### src/rtl/hazard_scoreboard.sv
// Stall/forward decision unit at ID, tracking in-flight destinations over NUM_STAGES stages.
// Optional feature macro: HAZARD_STALL_COUNT_EN adds a 32-bit stall_count output.
module hazard_scoreboard #(
  parameter int unsigned NUM_STAGES = 3,
  parameter int unsigned REG_ADDR_W = 5,
  parameter int unsigned LOAD_LAT   = 2,
  localparam int unsigned SEL_W     = $clog2(NUM_STAGES + 1)
) (
  input  logic                  clock,
  input  logic                  reset,
  input  logic                  id_valid,
  input  logic [REG_ADDR_W-1:0] id_rs,
  input  logic [REG_ADDR_W-1:0] id_rt,
  input  logic                  id_uses_rs,
  input  logic                  id_uses_rt,
  input  logic [REG_ADDR_W-1:0] id_rd,
  input  logic                  id_reg_write,
  input  logic                  id_mem_read,
  input  logic                  flush,
  output logic                  stall,
  output logic                  issue,
  output logic [SEL_W-1:0]      fwd_sel_a,
  output logic [SEL_W-1:0]      fwd_sel_b,
  output logic                  ex_valid
`ifdef HAZARD_STALL_COUNT_EN
  ,
  output logic [31:0]           stall_count
`endif
);

  // Entry 0 is EX; higher indices are older instructions.
  logic [NUM_STAGES-1:0]                 r_v;
  logic [NUM_STAGES-1:0]                 r_ld;
  logic [NUM_STAGES-1:0][REG_ADDR_W-1:0] r_rd;

  logic [SEL_W-1:0] r_fwd_sel_a;
  logic [SEL_W-1:0] r_fwd_sel_b;
  logic             r_ex_valid;

  logic [SEL_W-1:0]      w_sel_a;
  logic [SEL_W-1:0]      w_sel_b;
  logic                  w_found_a;
  logic                  w_found_b;
  logic                  w_haz_a;
  logic                  w_haz_b;
  logic                  w_stall;
  logic                  w_issue;
  logic                  w_v_in;
  logic                  w_ld_in;
  logic [REG_ADDR_W-1:0] w_rd_in;

  // Youngest match wins: the first hit while scanning from entry 0 locks the result.
  always_comb begin
    w_sel_a   = '0;
    w_found_a = 1'b0;
    w_haz_a   = 1'b0;
    for (int unsigned i = 0; i < NUM_STAGES; i++) begin
      if (!w_found_a && id_uses_rs && r_v[i] && (r_rd[i] == id_rs) && (id_rs != '0)) begin
        w_found_a = 1'b1;
        w_sel_a   = SEL_W'(i + 1);
        w_haz_a   = r_ld[i] && (i < LOAD_LAT - 1);
      end
    end
  end

  always_comb begin
    w_sel_b   = '0;
    w_found_b = 1'b0;
    w_haz_b   = 1'b0;
    for (int unsigned i = 0; i < NUM_STAGES; i++) begin
      if (!w_found_b && id_uses_rt && r_v[i] && (r_rd[i] == id_rt) && (id_rt != '0)) begin
        w_found_b = 1'b1;
        w_sel_b   = SEL_W'(i + 1);
        w_haz_b   = r_ld[i] && (i < LOAD_LAT - 1);
      end
    end
  end

  always_comb begin
    w_stall = id_valid && !flush && (w_haz_a || w_haz_b);
    w_issue = id_valid && !flush && !w_stall;
    w_v_in  = w_issue && id_reg_write && (id_rd != '0);
    w_ld_in = w_issue && id_mem_read;
    w_rd_in = w_issue ? id_rd : '0;
  end

  always_ff @(posedge clock) begin
    if (!reset) begin
      r_v         <= '0;
      r_ld        <= '0;
      r_rd        <= '0;
      r_fwd_sel_a <= '0;
      r_fwd_sel_b <= '0;
      r_ex_valid  <= 1'b0;
    end else begin
      r_v         <= {r_v[NUM_STAGES-2:0], w_v_in};
      r_ld        <= {r_ld[NUM_STAGES-2:0], w_ld_in};
      r_rd        <= {r_rd[NUM_STAGES-2:0], w_rd_in};
      r_fwd_sel_a <= w_issue ? w_sel_a : '0;
      r_fwd_sel_b <= w_issue ? w_sel_b : '0;
      r_ex_valid  <= w_issue;
    end
  end

`ifdef HAZARD_STALL_COUNT_EN
  logic [31:0] r_stall_count;

  always_ff @(posedge clock) begin
    if (!reset) begin
      r_stall_count <= '0;
    end else if (w_stall) begin
      r_stall_count <= r_stall_count + 32'd1;
    end
  end

  assign stall_count = r_stall_count;
`endif

  assign stall     = w_stall;
  assign issue     = w_issue;
  assign fwd_sel_a = r_fwd_sel_a;
  assign fwd_sel_b = r_fwd_sel_b;
  assign ex_valid  = r_ex_valid;

endmodule
### config.mk
export PLATFORM = sky130hd
export DESIGN_NAME = hazard_scoreboard
export DESIGN_NICKNAME = d
export VERILOG_FILES = /design/src/rtl/hazard_scoreboard.sv
export SDC_FILE = /design/constraint.sdc
export NUM_CORES = 1
export LEC_CHECK = 0
export BUFFER_PORTS_ARGS = -buffer_cell sky130_fd_sc_hd__buf_4
export CAP_MARGIN = 20
export CORE_ASPECT_RATIO = 0.5
export CORE_UTILIZATION = 45
export CTS_CLUSTER_DIAMETER = 50
export CTS_CLUSTER_SIZE = 28
export DETAILED_ROUTE_END_ITERATION = 12
export HOLD_SLACK_MARGIN = 0.1
export PLACE_DENSITY = 0.69
export RECOVER_POWER = 100
export SYNTH_ARGS = -nofsm -noshare
export SYNTH_HDL_FRONTEND = slang
export SYNTH_SLANG_ARGS = --single-unit
### constraint.sdc
create_clock -name clock -period 5.4 [get_ports clock]
set_input_delay 1.08 -clock clock [delete_from_list [all_inputs] [get_ports clock]]
set_output_delay 1.08 -clock clock [all_outputs]
set_load 0.05 [all_outputs]
==> results of run 1 <==
[how the worst max path moves through the flow]
| stage | cells past startpoint | to | slack [ns] |
|---|---|---|---|
| 2_1_floorplan | 6 | issue | 1.45 |
| 3_3_place_gp | 7 | issue | 1.67 |
| 3_5_place_dp | 7 | issue | 1.65 |
| 4_1_cts | 7 | issue | 1.64 |
| 5_1_grt | 7 | issue | 0.99 |
| 6_report | 7 | issue | 1.16 |
[logic make-up after synthesis]
| kind of cell | synth area share |
|---|---|
| and+or+nand+nor | 0.324 |
| xor gates and xnor gates | 0.224 |
| DFF | 0.409 |
| AOI/OAI and AO/OA | 0.0277 |
| buffers and inverters | 0.0160 |
[power breakdown]
group	switching, mW	leakage (nW)	internal (mW)
clock	0.0584	0.0357	0.0991
sequential	0.00282	0.194	0.180
combinational	0.0208	0.253	0.0225
total	0.0820	0.484	0.301
[through the flow]
step / setup WS (ns) / hold WS, ns / cell area [µm²] / cells / power [mW]
floorplan: 1.45 / 0.452 / 1170 / 115 / 0.208
global placement: 1.67 / 0.466 / 1420 / 176 / 0.232
detailed placement: 1.65 / 0.476 / 1420 / 176 / 0.232
CTS: 1.64 / 0.496 / 1490 / 180 / 0.387
global route: 0.989 / 0.525 / 1420 / 180 / 0.398
finish: 1.16 / 0.493 / 1420 / 180 / 0.383
[sequential cells by signal, indices dropped and copies added, names as in the netlist]
name,count
fwd_sel_a,2
r_rd,15
r_v,3
fwd_sel_b,2
ex_valid,1
r_ld,1
[layer usage]
layer / up-vias / routed length (µm)
met5: - / 0
met4: 0 / 0
met3: 0 / 88
met2: 20 / 1030
met1: 434 / 1440
li1: 457 / -
[layout make-up]
| cell class | instances | area (µm²) | area share |
|---|---|---|---|
| clock buffers | 3 | 41.3 | 0.0292 |
| repair buffers | 29 | 184 | 0.130 |
| flip-flops and latches | 24 | 480 | 0.340 |
| clock inverters | 1 | 30.0 | 0.0212 |
| multi-input cells | 88 | 636 | 0.449 |
| well taps | 35 | 43.8 | 0.0309 |
[synth_stat cells]
| cell | n | area [µm²] |
|---|---|---|
| nand2_1 | 2 | 7.51 |
| or4_1 | 3 | 22.5 |
| buf_6 | 1 | 11.3 |
| nor2_2 | 2 | 12.5 |
| nor3b_2 | 6 | 75.1 |
| nor3_2 | 4 | 40.0 |
| o21a_4 | 1 | 15.0 |
| a31oi_1 | 2 | 12.5 |
| nand3b_1 | 1 | 7.51 |
| xor2_1 | 4 | 35.0 |
| and2_1 | 12 | 75.1 |
| dfxtp_1 | 24 | 480 |
| clkbuf_1 | 2 | 7.51 |
| and3b_1 | 1 | 8.76 |
| nor3_1 | 3 | 15.0 |
| nor2_1 | 3 | 11.3 |
| or3_1 | 2 | 12.5 |
| nand3_1 | 2 | 10.0 |
| nand4_1 | 6 | 37.5 |
| o21ai_0 | 1 | 5.00 |
| nand2b_1 | 2 | 12.5 |
| nor4_1 | 4 | 25.0 |
| xnor2_1 | 26 | 228 |
| nor3b_1 | 1 | 7.51 |
==> impl_metrics.tcl, run 1 <==
set metrics [dict create \
    worstHoldStart "r_v[1]$_SDFF_PN0_" \
    setup_violations 0 \
    grt_pass1_wl_mm 4.16 \
    post-route-period-util 0.784 \
    finalHoldViolCount 0 \
    vias_per_cell 5.06 \
    dp_hpwl_mm 2.01 \
    peakVddDrop_v 0.000105 \
    antenna_found_initial 0 \
    critPathBufInv 2 \
    worst_pin_slew_ns 0.595 \
    cts_buffers 3 \
    cp_slowest_cell "or4_1" \
    die_x_um 74.3 \
    clock_path_buffers 2 \
    rrSetupSlack_ns 3.68 \
    post-route-util 0.604 \
    grt_usage 0.209 \
    crit_path_start "id_rs[1]" \
    period_needed_ns 4.24 \
    timing.rr.end "r_rd[1]$_SDFF_PN0_" \
    grtUsageMet1 0.320 \
    wire_per_inst_um 14.2 \
    path_clk_slew_ns 0.09 \
    ant_nets 0 \
    r2r-start "r_rd[1]$_SDFF_PN0_" \
    clock-sinks 24 \
    grt-ovfl-total 0 \
    cp_slowest_stage_delay_ns 0.53 \
    drt_first_pass_iters 4 \
    crit_arrival_ns 3.16 \
    die_h_um 38.1 \
    path_common_cell "clkbuf_1" \
    clock_tree.root_cell "clkbuf_8" \
    holdPathStages 1 \
    syn_area_per_cell_um2 10.2 \
    drc 0 \
    wl_mm 2.56 \
    initial_utilization 0.502 \
    via_count 911 \
    tns_ns 0 \
    yosys_warnings 0 \
    worstPathRequired_ns 4.32 \
    top_usage_layer "met1" \
    ys_types 24 \
    endpoint_kind "output pin" \
    gp_congestion 0.872 \
    core.rowCount 12 \
    final_common_cell "xnor2_1" \
    startpoint_type "input pin" \
    crit_chain "clkbuf_1, or4_1, nor2_1, nor3_1, o21a_1, nor3b_2, clkbuf_1" \
    relSlewSlack 0.605 \
    dieArea_um2 2830 \
    use_met2 0.302 \
    min_to "r_v[2]$_SDFF_PN0_" \
    drt_iter0_markers 55 \
    criticalPathCategory "input pin to output pin" \
    design.core.area_um2 2340 \
    crit_family "simple AND/OR/NAND/NOR gates" \
    ctsHoldBuffers 0 \
    synthCells 115 \
    met3_usage 0.0474 \
    io_buffer_count 29 \
    diodes 0 \
    cp_max_fo 14 \
    ioPinCount 30 \
    max_freq_ghz 0.236 \
    fillers 229 \
    drive_above_1_share 0.200 \
    layout.nets 169 \
    seq_area_frac_synth 0.409 \
    p_leak_nw 0.484 \
    drv_slew 0 \
    first_global_vias 866 \
    cts_setup_buffers 0 \
    rsz0062_at_grt "false" \
    grt_max_degree 15 \
    reg2regPathDepth 5 \
    hp-class "register to register" \
    h-tree-depth 1 \
    max_cap_viol_count 0 \
    ctsResizeCount 0 \
    insertion_delay_ns 0.27 \
    netlist_area_um2 1170 \
    area_growth_syn_to_layout_pct 20.4 \
    synth.net_count 138 \
    ys_seq_elements 24 \
    p_per_area_nw_per_um2 271 \
    skew_ns 0.00292 \
    final_cell_mix "26 x xnor2_1, 24 x dfxtp_1, 20 x buf_4" \
    cts_tree "yes" \
    status "complete, no violations" \
]
No activity file was read; power rests on OpenSTA's default activity.
==> run 2: changes to the inputs <==
--- a/config.mk
+++ b/config.mk
@@ -5,6 +5,7 @@
 export SDC_FILE = /design/constraint.sdc
 export NUM_CORES = 1
 export LEC_CHECK = 0
+export ABC_AREA = 1
 export BUFFER_PORTS_ARGS = -buffer_cell sky130_fd_sc_hd__buf_4
 export CAP_MARGIN = 20
 export CORE_ASPECT_RATIO = 0.5
@@ -13,7 +14,7 @@
 export CTS_CLUSTER_SIZE = 28
 export DETAILED_ROUTE_END_ITERATION = 12
 export HOLD_SLACK_MARGIN = 0.1
-export PLACE_DENSITY = 0.69
+export PLACE_DENSITY = 0.71
 export RECOVER_POWER = 100
 export SYNTH_ARGS = -nofsm -noshare
 export SYNTH_HDL_FRONTEND = slang
==> constraint.sdc (replaced) <==
create_clock -name clock -period 3.7 [get_ports clock]
set_input_delay 0.74 -clock clock [delete_from_list [all_inputs] [get_ports clock]]
set_output_delay 0.74 -clock clock [all_outputs]
set_load 0.05 [all_outputs]
==> impl_metrics.tcl, run 2 <==
set metrics [dict create \
    status "complete, no violations" \
    intPower_uw 436 \
    holdPathStages 2 \
    wl_mm 3.42 \
    r2r-start "r_rd[0]$_SDFF_PN0_" \
    syn_area_per_cell_um2 5.84 \
    top_register "r_rd" \
    worst_pin_slew_ns 0.693 \
    dp_slack_ns 1.13 \
    worstHoldStart "r_v[1]$_SDFF_PN0_" \
    drc 0 \
    final_common_cell "nand2_1" \
    cp_slowest_stage_delay_ns 0.48 \
    yosys_warnings 0 \
    setup_violations 0 \
    crit_chain "clkbuf_1, inv_1, nand2_1, nor2_1, nor2_1, nand3_2, a21oi_1, clkbuf_1" \
    cp_slowest_cell "clkbuf_1" \
    drive_above_1_share 0.120 \
    post-route-period-util 0.764 \
    async_reset_ff_frac 0 \
    reg2regPathDepth 7 \
    grt_max_degree 15 \
    synth-main-ff-cell "dfxtp_1" \
    p_clk_frac 0.411 \
    diodes 0 \
    wire_per_inst_um 11.3 \
    ys_types 18 \
    drv_slew 0 \
    design.core.area_um2 2730 \
    relSlewSlack 0.538 \
    finalHoldViolCount 0 \
    grt_pass1_wl_mm 5.39 \
    synthTopCellsByCount "95 x nand2_1, 48 x inv_1, 30 x nor2_1, 24 x dfxtp_1, 8 x nand3_1" \
    synthCells 235 \
    via_count 1392 \
    reg_top3 "r_rd (15), r_v (3)" \
    path_clk_slew_ns 0.10 \
    hp-class "register to register" \
    netlist_area_um2 1370 \
    dieArea_um2 3290 \
    synth_edf_count 0 \
    insertion_delay_ns 0.28 \
    ys_seq_elements 24 \
    first_global_vias 1223 \
    h-tree-depth 1 \
    setup_slack_ns 0.872 \
    combPwrFrac 0.127 \
    skew_ns 0.00852 \
    timing.rr.end "r_rd[4]$_SDFF_PN0_" \
    period_needed_ns 2.83 \
    ctsResizeCount 0 \
    max_freq_ghz 0.354 \
    core.rowCount 13 \
    cts_setup_buffers 0 \
    yosysTopAreaCellShare 0.350 \
    final_cell_mix "95 x nand2_1, 48 x inv_1, 31 x nor2_1" \
    vias_per_cell 4.59 \
    rsz0062_at_grt "false" \
    largest_register_ffs 15 \
    worstPathRequired_ns 2.96 \
    clock_tree.root_cell "clkbuf_8" \
    p_per_area_nw_per_um2 350 \
    p_switching_uw 140 \
    seq_area_frac_synth 0.350 \
    gp_congestion 0.921 \
    area_growth_syn_to_layout_pct 20.3 \
    startpoint_type "input pin" \
    drt_iter0_markers 77 \
    clock-sinks 24 \
    cts_tree "yes" \
    switching_share 0.243 \
    ant_nets 0 \
    grt_usage 0.234 \
    min_to "r_v[2]$_SDFF_PN0_" \
    clock_path_buffers 2 \
    synth.largest_area_cell "dfxtp_1" \
    layout.nets 290 \
    die_h_um 41.0 \
    max_cap_viol_count 0 \
    tns_ns 0 \
    grt-ovfl-total 0 \
    crit_arrival_ns 2.09 \
    rrSetupSlack_ns 2.09 \
    criticalPathCategory "input pin to output pin" \
    fillers 295 \
    dp_hpwl_mm 2.77 \
    cts_buffers 3 \
    timing.hold.ws_ns 0.446 \
    die_x_um 80.1 \
    synth_most_common_cell "nand2_1" \
    ioPinCount 30 \
    peakVddDrop_v 0.000208 \
    endpoint_kind "output pin" \
    initial_utilization 0.502 \
    seqPwrFrac 0.462 \
    synth_area_leaders "dfxtp_1 35%, nand2_1 26%, inv_1 13%, nor2_1 8.2%, nand3_1 2.9%" \
    p_leak_nw 0.908 \
    io_buffer_count 29 \
    synth.net_count 258 \
    antenna_found_initial 0 \
    drt_first_pass_iters 4 \
    ctsHoldBuffers 0 \
    cp_max_fo 6 \
]
## run 2: changes by cell type in the layout (fill, tap and decap cells not counted), sizes merged, moves of 3 or more
cell and change:
or4 -3, nor4 -4, o21ai +3, nor2 +29, inv +51, and2 -12
nor3b -7, nand2 +93, nor3 -7, nand3 +8, xnor2 -25, a21oi +3
## run 2: power groups by stage
stage	clock, mW	combinational (mW)	sequential (mW)
4_1_cts	0.239	0.0752	0.267
3_5_place_dp	0	0.0748	0.273
5_1_grt	0.250	0.0827	0.267
6_report	0.237	0.0732	0.267
3_3_place_gp	0	0.0741	0.273
2_1_floorplan	0	0.0391	0.273
## run 2: worst max-delay path by stage
stage	from	end	slack (ns)
2_1_floorplan	id_rs[4]	stall	0.94
3_3_place_gp	id_rs[2]	stall	1.16
3_5_place_dp	id_rs[4]	stall	1.13
4_1_cts	id_rs[4]	stall	1.13
5_1_grt	id_rs[4]	stall	0.69
6_report	id_rs[4]	stall	0.87
## run 2: cell families (layout without fill, tap and decap cells)
group                     after synthesis  count (layout)  share of synthesized area
and+or+nand+nor                       144             144                      0.432
AOI/OAI and AO/OA                      10              10                     0.0420
xor gates and xnor gates                4               4                     0.0256
buffers and inverters                  53              84                      0.151
DFF                                    24              24                      0.350
## run 2: worst max-delay path: cells and delay by family
kind / cells / cell delay, ns
buffers and inverters: 3 / 0.72
AOI/OAI and AO/OA: 1 / 0.15
and+or+nand+nor: 4 / 0.47
## run 2: layer usage
metal / vias up / wire length (µm) / GRT usage
li1: 746 / - / -
met1: 609 / 1830 / 0.314
met2: 37 / 1390 / 0.387
met3: 0 / 195 / 0.0600
met4: 0 / 0 / 0.0580
met5: - / 0 / 0
## run 2: through the flow
| stage | util | instance area [µm²] | cells | total power [mW] |
|---|---|---|---|---|
| 6_report | 0.603 | 1650 | 303 | 0.577 |
| 3_5_place_dp | 0.593 | 1620 | 299 | 0.347 |
| 5_1_grt | 0.603 | 1650 | 303 | 0.600 |
| 2_1_floorplan | - | 1370 | 235 | 0.312 |
| 4_1_cts | 0.619 | 1690 | 303 | 0.580 |
| 3_3_place_gp | 0.593 | 1620 | 299 | 0.347 |
## run 2: area by class of cell
| class | count | area, µm² | share of cell area |
|---|---|---|---|
| timing repair buffer | 29 | 184 | 0.112 |
| sequential | 24 | 480 | 0.291 |
| tap | 37 | 46.3 | 0.0281 |
| clock buffer | 3 | 41.3 | 0.0250 |
| inverter | 51 | 191 | 0.116 |
| multi-input combinational | 158 | 676 | 0.410 |
| clock inverter | 1 | 30.0 | 0.0182 |
